`src/rtl/template_rom_streamer_pkg.sv`:
```
// Shared definitions for the fruit-template ROM streamer.
// Holds the default ROM geometry, the controller state encoding and the
// helper that sizes the output FIFO from the ROM read latency.
package template_rom_streamer_pkg;

  // Default template ROM geometry (grape, etc. ROMs share this layout).
  localparam int ROM_ADDR_WIDTH = 11;
  localparam int ROM_DATA_WIDTH = 8;
  // 1 = ROM without output register, 2 = ROM with output register.
  localparam int ROM_RD_LATENCY = 1;

  typedef enum logic [1:0] {
    ST_IDLE   = 2'd0,
    ST_RUN    = 2'd1,
    ST_FINISH = 2'd2
  } state_e;

  // The FIFO must absorb every read that can be in flight plus the head
  // beat. The extra slot lets issue keep going in the cycle a beat leaves.
  function automatic int fifo_depth(input int rd_latency);
    return rd_latency + 2;
  endfunction

endpackage

```
`src/rtl/rom_stream_fifo.sv`:
```
// Synchronous FIFO feeding the streamer output.
// Ports: clk/rst (sync, active-high), wr_en/wr_data push side,
//        rd_en/rd_data/valid pop side (first word visible without a read), count occupancy.
// Storage is a flop array, so rd_data/valid come straight from registers.
module rom_stream_fifo #(
  parameter int DEPTH = 3,
  parameter int WIDTH = 8
) (
  input  logic                         clk,
  input  logic                         rst,
  input  logic                         wr_en,
  input  logic [WIDTH-1:0]             wr_data,
  input  logic                         rd_en,
  output logic [WIDTH-1:0]             rd_data,
  output logic                         valid,
  output logic [$clog2(DEPTH+1)-1:0]   count
);

  localparam int CW = $clog2(DEPTH + 1);
  localparam int PW = (DEPTH > 1) ? $clog2(DEPTH) : 1;

  logic [WIDTH-1:0] mem [DEPTH];
  logic [PW-1:0]    wptr;
  logic [PW-1:0]    rptr;
  logic             do_wr;
  logic             do_rd;

  // Pointers wrap explicitly because DEPTH is usually not a power of two.
  function automatic logic [PW-1:0] ptr_next(input logic [PW-1:0] p);
    return (p == PW'(DEPTH - 1)) ? '0 : p + 1'b1;
  endfunction

  assign do_rd = rd_en && (count != '0);
  // A push into a full FIFO is only legal when the head leaves in the same cycle.
  assign do_wr = wr_en && ((count != CW'(DEPTH)) || do_rd);

  always_ff @(posedge clk) begin
    if (rst) begin
      wptr  <= '0;
      rptr  <= '0;
      count <= '0;
      for (int i = 0; i < DEPTH; i++) begin
        mem[i] <= '0;
      end
    end else begin
      if (do_wr) begin
        mem[wptr] <= wr_data;
        wptr      <= ptr_next(wptr);
      end
      if (do_rd) begin
        rptr <= ptr_next(rptr);
      end
      case ({do_wr, do_rd})
        2'b10:   count <= count + 1'b1;
        2'b01:   count <= count - 1'b1;
        default: count <= count;
      endcase
    end
  end

  assign rd_data = mem[rptr];
  assign valid   = (count != '0);

endmodule

```
`src/rtl/template_rom_streamer.sv`:
```
// Streams a contiguous window of a fruit-template ROM as a valid/ready byte stream.
// Ports: clk/rst (sync, active-high); start/base_addr/length window request; busy/done status;
//        rom_addr/rom_rd_data fixed-latency ROM port; m_data/m_valid/m_ready/m_last stream.
// Reads are issued ahead against a credit so ROM latency is hidden (1 beat/cycle at m_ready=1).
module template_rom_streamer
  import template_rom_streamer_pkg::*;
#(
  parameter int ADDR_WIDTH = ROM_ADDR_WIDTH,
  parameter int DATA_WIDTH = ROM_DATA_WIDTH,
  parameter int RD_LATENCY = ROM_RD_LATENCY
) (
  input  logic                  clk,
  input  logic                  rst,
  input  logic                  start,
  input  logic [ADDR_WIDTH-1:0] base_addr,
  input  logic [ADDR_WIDTH:0]   length,
  output logic                  busy,
  output logic                  done,
  output logic [ADDR_WIDTH-1:0] rom_addr,
  input  logic [DATA_WIDTH-1:0] rom_rd_data,
  output logic [DATA_WIDTH-1:0] m_data,
  output logic                  m_valid,
  input  logic                  m_ready,
  output logic                  m_last
);

  localparam int FIFO_DEPTH = fifo_depth(RD_LATENCY);
  localparam int CW         = $clog2(FIFO_DEPTH + 1);
  localparam int SW         = CW + 1;

  state_e              state;
  logic [ADDR_WIDTH:0] len_q;
  logic [ADDR_WIDTH:0] issued;
  logic [ADDR_WIDTH:0] delivered;

  // vpipe[0] marks that rom_addr currently carries a real read; the read
  // data lands in the FIFO when that mark reaches vpipe[RD_LATENCY].
  logic [RD_LATENCY:0] vpipe;

  logic [CW-1:0]       fifo_count;
  logic [SW-1:0]       occupied;
  logic [SW-1:0]       capacity;
  logic                pop;
  logic                launch;
  logic                issue;

  assign pop    = m_valid && m_ready;
  // Only an idle controller takes a request, so start during busy (done cycle included) is dropped.
  assign launch = (state == ST_IDLE) && start && (length != '0);

  // Slots already spoken for: FIFO contents plus every read still travelling.
  // A beat leaving this cycle frees its slot in time for a read issued now,
  // which is what keeps the stream gap-free.
  always_comb begin
    occupied = {{(SW - CW){1'b0}}, fifo_count};
    for (int i = 0; i <= RD_LATENCY; i++) begin
      occupied = occupied + {{(SW - 1){1'b0}}, vpipe[i]};
    end
    capacity = SW'(FIFO_DEPTH) + {{(SW - 1){1'b0}}, pop};
  end

  assign issue = (state == ST_RUN) && (issued < len_q) && (occupied < capacity);

  // The head beat index is the number already delivered.
  assign m_last = m_valid && (delivered == (len_q - 1'b1));

  // done has to coincide with the final handshake, so it is decoded from the
  // state and the live handshake rather than registered.
  assign done = ((state == ST_RUN) && pop && m_last) || (state == ST_FINISH);
  assign busy = (state != ST_IDLE);

  always_ff @(posedge clk) begin
    if (rst) begin
      state     <= ST_IDLE;
      len_q     <= '0;
      issued    <= '0;
      delivered <= '0;
      rom_addr  <= '0;
      vpipe     <= '0;
    end else begin
      vpipe <= {vpipe[RD_LATENCY-1:0], (issue || launch)};

      if (pop) begin
        delivered <= delivered + 1'b1;
      end

      case (state)
        ST_IDLE: begin
          if (start) begin
            len_q     <= length;
            delivered <= '0;
            if (length == '0) begin
              issued <= '0;
              state  <= ST_FINISH;
            end else begin
              // First read goes out with the accepted start; the FIFO is
              // empty here so no credit check is needed.
              rom_addr <= base_addr;
              issued   <= {{ADDR_WIDTH{1'b0}}, 1'b1};
              state    <= ST_RUN;
            end
          end
        end
        ST_RUN: begin
          if (issue) begin
            // Natural ADDR_WIDTH overflow gives the modulo wrap of the window.
            rom_addr <= rom_addr + 1'b1;
            issued   <= issued + 1'b1;
          end
          if (done) begin
            state <= ST_IDLE;
          end
        end
        ST_FINISH: begin
          state <= ST_IDLE;
        end
        default: begin
          state <= ST_IDLE;
        end
      endcase
    end
  end

  rom_stream_fifo #(
    .DEPTH (FIFO_DEPTH),
    .WIDTH (DATA_WIDTH)
  ) u_fifo (
    .clk     (clk),
    .rst     (rst),
    .wr_en   (vpipe[RD_LATENCY]),
    .wr_data (rom_rd_data),
    .rd_en   (m_ready),
    .rd_data (m_data),
    .valid   (m_valid),
    .count   (fifo_count)
  );

endmodule

```
`config.mk`:
```
export PLATFORM = sky130hd
export DESIGN_NAME = template_rom_streamer
export DESIGN_NICKNAME = d
export VERILOG_FILES = /design/src/rtl/template_rom_streamer_pkg.sv /design/src/rtl/rom_stream_fifo.sv /design/src/rtl/template_rom_streamer.sv
export SDC_FILE = /design/constraint.sdc
export NUM_CORES = 1
export LEC_CHECK = 0
export ABC_AREA = 1
export BUFFER_PORTS_ARGS = -buffer_cell sky130_fd_sc_hd__buf_2
export CAP_MARGIN = 10
export CELL_PAD_IN_SITES_DETAIL_PLACEMENT = 2
export CELL_PAD_IN_SITES_GLOBAL_PLACEMENT = 2
export CORE_MARGIN = 3
export CORE_UTILIZATION = 37
export DETAILED_ROUTE_END_ITERATION = 7
export GPL_TIMING_DRIVEN = 0
export PLACE_DENSITY_LB_ADDON = 0.1
export SYNTH_ARGS = -nofsm -noshare
export SYNTH_HDL_FRONTEND = slang
export SYNTH_SLANG_ARGS = --single-unit
```
`constraint.sdc`:
```
create_clock -name clk -period 6.6 [get_ports clk]
set_input_delay 0.33 -clock clk [delete_from_list [all_inputs] [get_ports clk]]
set_output_delay 0.33 -clock clk [all_outputs]
set_load 0.02 [all_outputs]
```
==> metrics.md <==
| Metric | Value |
|---|---|
| Mean Syn Cell Area | 7.77 um^2 |
| TritonCTS clock tree | built |
| Post-synth top area share | 22.9% |
| I/O pin count | between 50 and 60 |
| Final WS setup | 3930 ps |
| Clock slew at reported path FFs | approximately 70 ps |
| Nets | around 800 |
| Routing usage on met3 | under 10% |
| Top cells by count, synth | nand2_1 (113), nor2_1 (113), dfxtp_1 (59), nand3_1 (55), inv_1 (53) |
| WL per Instance | 19.0 um |
| Clk root buf | clkbuf_16 |
| Via count | 4,782 |
| CTS H-tree lvls | 3 |
| CP endpoint kind | primary output |
| DRC Markers | 0 |
| Seq/Total Area, Yosys | approximately two fifths |
| Ys Warns | 0 |
| Period utilization | about two fifths |
| Max cap viols | 0 |
| First-pass DRT Iterations | 4 |
| Routed vias/inst | between 5 and 6 |
| Crit path largest cell delay | 330 ps |
| Total Power | approximately 1.6 mW |
| Routability cong. | 0.761 |
| Leak pwr | 2.51 nW |
| Final Util | about 44% |
| Slew Limit Fails | 0 |
| Fin Clk Skew | ~7.6 ps |
| CP max stage cell | dfxtp_1 |
| Full die area | around 15,000 um^2 |
| I/O Buffers | 56 |
| Hold_buf cts | 0 |
| Area contributors post-synth | dfxtp_1 (23%), edfxtp_1 (19%), nand2_1 (8.2%) |
| Crit path DAT | about 2300 ps |
| DP Area | 5650 um^2 |
| Post-Layout Inst Area | between 5000 and 6000 um^2 |
| Synthesized area | 5150 um^2 |
| Hold/Removal Path Class | in2reg |
| Hold WS | 164 ps |
| Row Count | 42 |
| Clk buf depth | 2 |
| Largest net degree at the start of global routing | 17 |
| Layout fillers | roughly 1,600 |
| Clock Latency Late Sink | approximately 360 ps |
| Pre-CTS WS | 4190 ps |
| Post-route ant nets | 0 |
| Slew headroom | between 40% and 50% |
| Synth unique cells | between 40 and 50 |
| Final WL | roughly 17 mm |
| Setup Buffers After CTS | 0 |
| GRT overflow | 0 |
| Finished Layout Cells | just over 900 |
| Fin. Hold Viols | 0 |
| Status | completed |
| Peak Freq | 374 MHz |
| Detail Placement HPWL | approximately 13 mm |
| Initial antenna violation count | 0 |
| Diode count | 0 |
| DIE WIDTH | 124 um |
| Reg area | 2140 um^2 |
| RSZ-0062 raised after global routing | no |
| GRT Max-Usage Layer | met2 |
| Fraction of layout cells with a size suffix above 1 | between 10% and 20% |
| First-pass GRT wire length | roughly 28 mm |
| Global-route met1 utilization | between 20% and 30% |
| Top FF cell, synth | dfxtp_1 |
| Clock sinks | 91 |
| Slew @ Worst Pin | roughly 860 ps |
| Multi-input gate area | roughly 2600 um^2 |
| Crit path time final | approximately 2700 ps |
| VDD IR max | 0.134 mV |
| CP required | ~6300 ps |
| Syn_nets | 717 |
| Crit start category | flip-flop |
| Synthesis-to-layout area growth | 15.7% |
| Starting Density | slightly below 40% |
| Fin Setup TNS | 0 ps |
| TritonCTS Buffers | 9 |
| CTS resizes | 0 |
| Chip height | roughly 120 um |
| Yosys reg bits | 91 |
| Gr usage total | between 20% and 30% |
| WS Path Type | reg2out |
| CP Cell Sequence | inv_2 > ha_1 > nand2_1 > nor2_1 > xor2_1 > nor2_1 > nor3b_1 > nand4_1 > nand2_1 > buf_2 |
| Leading area contributor after synthesis | dfxtp_1 |
| Vias in the first global route | roughly 5,400 |
| Power per cell area | 263 nW/um^2 |
| Asr flop ratio synth | 0% |
| Placed Instances | just under 900 |
| Synth Instances | ~660 |
| Core ar. | 13,400 um^2 |
| Worst-path maximum fanout | 8 |
| Setup violators final | 0 |
| Initial drt markers | between 200 and 250 |
| Number of synthesized flops with an enable pin | 32 |
| Met2 global-route usage | 43.9% |
layer usage:
layer  up-vias  part of all wire (%)
li1       2326                     -
met2        53                    54
met3        13                   2.6
met5         -                     0
met4         0                   1.1
met1      2390                    43
layout by cell type (no fill, tap or decap), drive strengths merged, types with 8 or more instances in the layout:
cell type	n
dfxtp	59
ha	18
xor2	25
nand4	9
o21ai	57
xnor2	8
edfxtp	32
buf	65
clkbuf	20
o22ai	8
a21oi	23
nor2	125
nand3	56
nor3	9
nand2	126
inv	67
worst max-delay path: cells and delay by family (launching register included):
kind / cells / cell delay (ps)
adders and majority gates: 1 / 240
xor gates and xnor gates: 1 / 230
buffers and inverters: 2 / 310
and+or+nand+nor: 6 / 890
DFF: 1 / 330
report_power, final:
| group | leakage (nW) | switching (mW) | internal [mW] | total [mW] |
|---|---|---|---|---|
| clock | 0.149 | 0.246 | 0.299 | 0.545 |
| sequential | 0.803 | 0.0373 | 0.613 | 0.651 |
| combinational | 1.55 | 0.249 | 0.123 | 0.372 |
| total | 2.51 | 0.533 | 1.04 | 1.57 |
flip-flops by register name, summed over array words and instances, names as in the netlist, named ones only:
register      flops
rom_addr         11
len_q            12
u_fifo.mem       32
u_fifo.count      2
delivered        12
issued           12
u_fifo.rptr       2
state             2
u_fifo.wptr       2
vpipe             2
cell type report:
class / count / area share [%]
Multi-Input combinational cell: 488 / 44.4
Sequential cell: 91 / 36.0
Tap cell: 176 / 3.70
Timing Repair Buffer: 56 / 4.71
Clock inverter: 6 / 1.22
Inverter: 65 / 4.10
Clock buffer: 10 / 3.84
Buffer: 19 / 2.04
logic make-up after synthesis:
logic type | synth area share, %
AND/OR/NAND/NOR | 29.4
AO/OA/AOI/OAI | 11.1
flip-flops | 41.6
buffers and inverters | 7.10
XOR/XNOR | 6.05
adder cells (fa/ha/maj) | 4.76
path summary, 6_finish.rpt:
check,startpoint,endpoint,slack [ps],cells past startpoint
worst max register to register,u_fifo.count[0],rom_addr[2],4210,13
worst max-delay path,len_q[0],done,3930,10
worst min-delay path,rom_rd_data[6],u_fifo.mem[3][6],160,1
worst min register to register,vpipe[0],vpipe[1],480,2
(Power assumes the default switching activity.)
